--- src/rtl/tx_mac_stream_engine.sv ---
// Streams whole frames from the circular TX buffer to the 10G MAC.
// Handles the MAC handshake, commits the read pointer and keeps statistics.
module tx_mac_stream_engine #(
  parameter int AW         = 10,
  parameter int MAX_BYTES  = 9600,
  parameter int IFG_CYCLES = 1
) (
  input  logic          clk,
  input  logic          reset_n,
  output logic [63:0]   tx_data,
  output logic [7:0]    tx_data_valid,
  output logic          tx_start,
  input  logic          tx_ack,
  output logic [AW-1:0] rd_addr,
  input  logic [63:0]   rd_data,
  output logic [AW-1:0] commited_rd_address,
  output logic          commited_rd_address_change,
  input  logic [AW-1:0] wr_addr,
  input  logic          wr_addr_updated,
  output logic [31:0]   tx_frames,
  output logic [15:0]   tx_drops
);

  typedef enum logic [2:0] {
    S_IDLE, S_HDR, S_WAIT, S_PREP,
    S_START, S_STREAM, S_IFG
  } state_t;

  state_t        state;
  logic          upd_s1;
  logic          upd_s2;
  logic [AW-1:0] wr_q;
  logic [AW-1:0] wp;
  logic [AW-1:0] ra;
  logic [13:0]   nq;
  logic [13:0]   rem;
  logic [7:0]    lmask;
  logic [63:0]   h1;
  logic [3:0]    icnt;

  logic [AW-1:0] occ;
  logic [15:0]   hlen;
  logic [13:0]   nq_c;
  logic [7:0]    mask_c;
  logic          bad_c;
  logic          room;
  logic [7:0]    next_mask;
  logic [AW-1:0] rp_next;
  logic          commit;

  assign occ  = wp - commited_rd_address;
  assign hlen = rd_data[15:0];
  assign nq_c = 14'((17'(hlen) + 17'd7) >> 3);
  assign mask_c = (hlen[2:0] == 3'd0) ? 8'hFF :
                  8'((9'd1 << hlen[2:0]) - 9'd1);
  // A frame needing more than depth-1 qwords can never be fully present.
  assign bad_c = (hlen == 16'd0) ||
                 (17'(hlen) > 17'(MAX_BYTES)) ||
                 (17'(nq_c) + 17'd1 > 17'((1 << AW) - 1));
  assign room = 17'(occ) >= 17'(nq) + 17'd1;
  assign next_mask = (rem == 14'd1) ? lmask : 8'hFF;
  assign rp_next = commited_rd_address + AW'(nq) + AW'(1);
  assign rd_addr = (state == S_IDLE || state == S_IFG) ?
                   commited_rd_address : ra;
  assign commit = (state == S_START && tx_ack && rem == 14'd0) ||
                  (((state == S_START && tx_ack) ||
                    state == S_STREAM) && rem == 14'd1);

  always_ff @(posedge clk or negedge reset_n) begin
    if (!reset_n) begin
      upd_s1 <= 1'b0;
      upd_s2 <= 1'b0;
      wr_q   <= '0;
      wp     <= '0;
    end else begin
      upd_s1 <= wr_addr_updated;
      upd_s2 <= upd_s1;
      wr_q   <= wr_addr;
      if (upd_s2) wp <= wr_q;
    end
  end

  always_ff @(posedge clk or negedge reset_n) begin
    if (!reset_n) begin
      state                      <= S_IDLE;
      ra                         <= '0;
      nq                         <= '0;
      rem                        <= '0;
      lmask                      <= '0;
      h1                         <= '0;
      icnt                       <= '0;
      tx_data                    <= '0;
      tx_data_valid              <= '0;
      tx_start                   <= 1'b0;
      commited_rd_address        <= '0;
      commited_rd_address_change <= 1'b0;
      tx_frames                  <= '0;
      tx_drops                   <= '0;
    end else begin
      tx_start                   <= 1'b0;
      commited_rd_address_change <= 1'b0;
      unique case (state)
        S_IDLE: begin
          tx_data       <= '0;
          tx_data_valid <= '0;
          if (occ != '0) state <= S_HDR;
        end
        S_HDR: begin
          if (rd_data[63]) begin
            commited_rd_address        <= '0;
            commited_rd_address_change <= 1'b1;
            state                      <= S_IDLE;
          end else if (bad_c) begin
            commited_rd_address        <= commited_rd_address + AW'(1);
            commited_rd_address_change <= 1'b1;
            if (tx_drops != 16'hFFFF) tx_drops <= tx_drops + 16'd1;
            state                      <= S_IDLE;
          end else begin
            nq    <= nq_c;
            lmask <= mask_c;
            ra    <= commited_rd_address + AW'(1);
            state <= S_WAIT;
          end
        end
        S_WAIT: begin
          if (room) begin
            ra    <= ra + AW'(1);
            state <= S_PREP;
          end
        end
        S_PREP: begin
          tx_data       <= rd_data;
          tx_data_valid <= (nq == 14'd1) ? lmask : 8'hFF;
          tx_start      <= 1'b1;
          ra            <= ra + AW'(1);
          rem           <= nq - 14'd1;
          state         <= S_START;
        end
        S_START: begin
          // qword1 lands on rd_data only in the first START cycle
          if (tx_start) h1 <= rd_data;
          if (tx_ack) begin
            if (rem == 14'd0) begin
              tx_data       <= '0;
              tx_data_valid <= '0;
            end else begin
              tx_data       <= tx_start ? rd_data : h1;
              tx_data_valid <= next_mask;
              rem           <= rem - 14'd1;
              ra            <= ra + AW'(1);
              state         <= S_STREAM;
            end
          end
        end
        S_STREAM: begin
          tx_data       <= rd_data;
          tx_data_valid <= next_mask;
          rem           <= rem - 14'd1;
          ra            <= ra + AW'(1);
        end
        S_IFG: begin
          tx_data       <= '0;
          tx_data_valid <= '0;
          if (tx_data_valid == 8'd0) begin
            if (icnt <= 4'd1)
              state <= (occ != '0) ? S_HDR : S_IDLE;
            else
              icnt <= icnt - 4'd1;
          end
        end
        default: state <= S_IDLE;
      endcase
      if (commit) begin
        commited_rd_address        <= rp_next;
        commited_rd_address_change <= 1'b1;
        tx_frames                  <= tx_frames + 32'd1;
        icnt                       <= 4'(IFG_CYCLES);
        state <= (IFG_CYCLES == 0) ? S_IDLE : S_IFG;
      end
    end
  end

endmodule
--- config.mk ---
export PLATFORM = sky130hd
export DESIGN_NAME = tx_mac_stream_engine
export DESIGN_NICKNAME = d
export VERILOG_FILES = /design/src/rtl/tx_mac_stream_engine.sv
export SDC_FILE = /design/constraint.sdc
export NUM_CORES = 1
export LEC_CHECK = 0
export ABC_AREA = 1
export BUFFER_PORTS_ARGS = -buffer_cell sky130_fd_sc_hd__buf_2
export CORE_ASPECT_RATIO = 1.1
export CORE_MARGIN = 2
export CORE_UTILIZATION = 59
export DETAILED_ROUTE_END_ITERATION = 12
export PLACE_DENSITY_LB_ADDON = 0.05
export SYNTH_ARGS = -nofsm -noshare
export SYNTH_HDL_FRONTEND = slang
export SYNTH_SLANG_ARGS = --single-unit
--- constraint.sdc ---
create_clock -name clk -period 9.4 [get_ports clk]
set_input_delay 0 -clock clk [delete_from_list [all_inputs] [get_ports clk]]
set_output_delay 0 -clock clk [all_outputs]
set_load 0.02 [all_outputs]
==> metrics.txt <==
pwr dens 275 mW/mm^2; CTS tree yes; initial antenna violation count 0; routed len/inst 15.6 um; die area about 0.028 sq mm; ANT nets after route 0; first-pass GRT wire length between 70000 and 80000 um; Post-Place Cell Area 0.0172 sq mm; Register Area about 0.0068 sq mm; Die Wd roughly 160 um; Final Max Tran Viols 0; status finished clean; vias in the first global route about 15k; setup TNS 0 ns; Antenna Cells 0; Final Hold Viols 0; Critical Path AT 4.51 ns; cell mode on critical path nand2_1; VDD IR-drop max between 0.0002 and 0.00025 V; routed wire length 42700 um; routability cong. 0.948; Root Buffer clkbuf_16; I/O pin cnt 220; Buf+Inv Stages, Crit Path 2; Yosys cell types 52; Commonest cells post-synth 494 x nand2_1, 271 x dfrtp_1, 238 x nor2_1; leak pwr around 9.4 nW; Layout area overhead 19.4%; Multi-input gate area between 0.007 and 0.008 sq mm; clk_lat worst skew 0.55 ns; maxcap violations 0; largest net degree at the start of global routing 132; Post-synth EDFFs 0; most frequent cell after synthesis nand2_1; headroom to the max-slew limit 20.8%; CP max FO 11; Iteration-0 DRC Markers 1220; Worst Path Required 9.82 ns; CTS Sinks between 200 and 300; Crit Path Class flip-flop to flip-flop; register area share after synthesis 42.6%; cts repair resizes 0; IO buf count 219; Layout Skew 0.0148 ns; initial core utilization between 50% and 60%; synthesized cell area about 0.016 sq mm; TritonRoute pass-1 iters 6; Synth Register Bits 271; CTS H-tree depth 1; count of hold-fix buffers inserted at cts 78; slowest CP cell a21oi_1; Vias/cell 5.56; layout cell share with drive strength beyond 1 14.3%; Hold Path Class input pin to asynchronous set/reset pin; core area 0.0267 sq mm; Max Freq 0.245 GHz; syn avg cell area about 7.6 sq um; gr usage total around 30%; Layout Cells excl Fill 2731; Post-Place Cells 2600; Cell Rows 63; Die Y-Extent 176 um; Nets 2475; startpoint types flip-flop; CP max stage delay 0.69 ns; Max clock buf depth 3; Final setup viols 0; final worst-path cycle share between 40% and 50%; area leader, netlist dfrtp_1; grt ovf 0; DRC violations left 0; Top FF cell, synth dfrtp_1; dominant delay contributor by cell family on the critical path compound AO/OA/AOI/OAI gates; fillers 2225; Setup Buffers After CTS 0; vias 15.2k; Worst Tran Pin Value 1.18 ns; yosys warns 0; crit-path cells inv_1 > ha_1 > a21oi_1 > nor2_1 > nor2_1 > o21ai_0 > xor2_1 > inv_1 > ha_1 > nand2_1 > o21ai_0 > a21oi_1 > o21ai_0 > a21o_1 > nand2_1 > a21oi_1 > nand3_2 > nand2_1 > nand2_1; Worst setup EP type flip-flop; post-synth top area share 42.6%; RSZ-0062 raised after global routing false; Worst-path clk slew 0.06 ns; cells after synthesis ~2.1k; CTS buffer count 30; Period minus WS final ~4 ns; Mapped Nets approximately 2.2k; asr flop ratio synth 100%; top cells by area, synth dfrtp_1 43%, nand2_1 12%, o21ai_0 6.7%, nor2_1 5.6%, inv_1 5.0%; fin area 0.0190 sq mm; Final HPWL DP 28700 um
==> worst paths after layout <==
check                                             from      to  slack (ns)  depth (start not counted)
worst max-delay path            commited_rd_address[3]   ra[7]        5.31                         19
worst min-delay path                           reset_n  upd_s1        0.07                          2
min in group clk                       wr_addr_updated  upd_s1        0.09                          2
worst max register to register  commited_rd_address[3]   ra[7]        5.31                         19
max in group asynchronous                      reset_n  h1[16]        7.72                          3
worst min register to register                  upd_s1  upd_s2        0.35                          0
==> metal layers <==
| layer | part of all wire, % | global-route usage [%] | wire length [um] | vias to the layer above |
|---|---|---|---|---|
| met4 | 2.5 | 8.63 | 1050 | 0 |
| met3 | 5.9 | 4.44 | 2500 | 91 |
| met5 | 0 | 0 | 0 | - |
| met1 | 42 | 37.4 | 17900 | 7210 |
| met2 | 50 | 53.5 | 21300 | 482 |
| li1 | - | - | - | 7396 |
==> per-stage QoR <==
step	power, mW	util, %	worst slack [ns]	hold slack [ns]
2_1_floorplan	3.32	-	6.32	-0.296
3_3_place_gp	3.88	64.3	5.49	0.110
3_5_place_dp	3.95	64.3	5.38	0.109
4_1_cts	5.23	71.2	5.36	0.0697
5_1_grt	5.61	71.2	4.93	0.0782
6_report	5.22	71.2	5.31	0.0718
==> cell usage in the layout (no fill, tap or decap), types with 7 or more instances in the layout <==
| cell type | instances |
|---|---|
| a21o_1 | 8 |
| a21oi_1 | 68 |
| a22oi_1 | 31 |
| a31oi_1 | 38 |
| buf_2 | 218 |
| buf_4 | 7 |
| clkbuf_16 | 31 |
| clkbuf_8 | 7 |
| dfrtp_1 | 270 |
| dlygate4sd3_1 | 78 |
| ha_1 | 41 |
| inv_1 | 212 |
| mux2_2 | 8 |
| mux2i_1 | 9 |
| nand2_1 | 493 |
| nand2_2 | 8 |
| nand3_1 | 111 |
| nand4_1 | 30 |
| nor2_1 | 237 |
| nor2_2 | 7 |
| nor3_1 | 38 |
| nor4_1 | 12 |
| o21ai_0 | 213 |
| o21ai_1 | 20 |
| o21ai_2 | 7 |
| o311ai_0 | 7 |
| xnor2_1 | 19 |
| xor2_1 | 66 |
==> worst reg2reg max path: stages (launching register included) <==
cell	delay, ns
dfrtp_1	0.49
inv_1	0.12
ha_1	0.40
a21oi_1	0.21
nor2_1	0.06
nor2_1	0.07
o21ai_0	0.10
xor2_1	0.19
inv_1	0.07
ha_1	0.32
nand2_1	0.08
o21ai_0	0.18
a21oi_1	0.06
o21ai_0	0.17
a21o_1	0.13
nand2_1	0.08
a21oi_1	0.70
nand3_2	0.34
nand2_1	0.14
nand2_1	0.06
==> registers in the layout, indices dropped and copies added, names as in the netlist <==
register,cells
upd_s1,1
nq,14
wr_q,10
tx_drops,16
wp,10
icnt,4
ra,10
lmask,8
commited_rd_address,10
commited_rd_address_change,1
tx_start,1
tx_data,64
upd_s2,1
rem,14
state,3
h1,64
tx_data_valid,8
tx_frames,32
==> final cells by class <==
type	count	area share, %
multi-input combinational	1525	41.9
tap	357	2.35
inverter	221	4.38
timing repair buffer	304	10.2
clock buffer	43	4.69
clock inverter	10	0.790
sequential	271	35.7
==> cells by family after synthesis <==
logic type      count (synthesis)  synth area share [%]
xor+xnor                       86                  4.78
compound gates                414                  14.6
simple gates                  964                  25.7
fa+ha+maj                      44                  3.60
buf+inv                       309                  7.59
flops                         271                  42.6
mux                            17                  1.13
==> power by group <==
group          internal, mW  switching, mW  leakage (nW)  total, mW
clock                 0.761          0.473         0.518       1.23
sequential             1.56          0.283          3.20       1.84
combinational         0.759           1.39          5.66       2.15
total                  3.08           2.14          9.38       5.22
No activity file was read; power rests on OpenSTA's default activity.
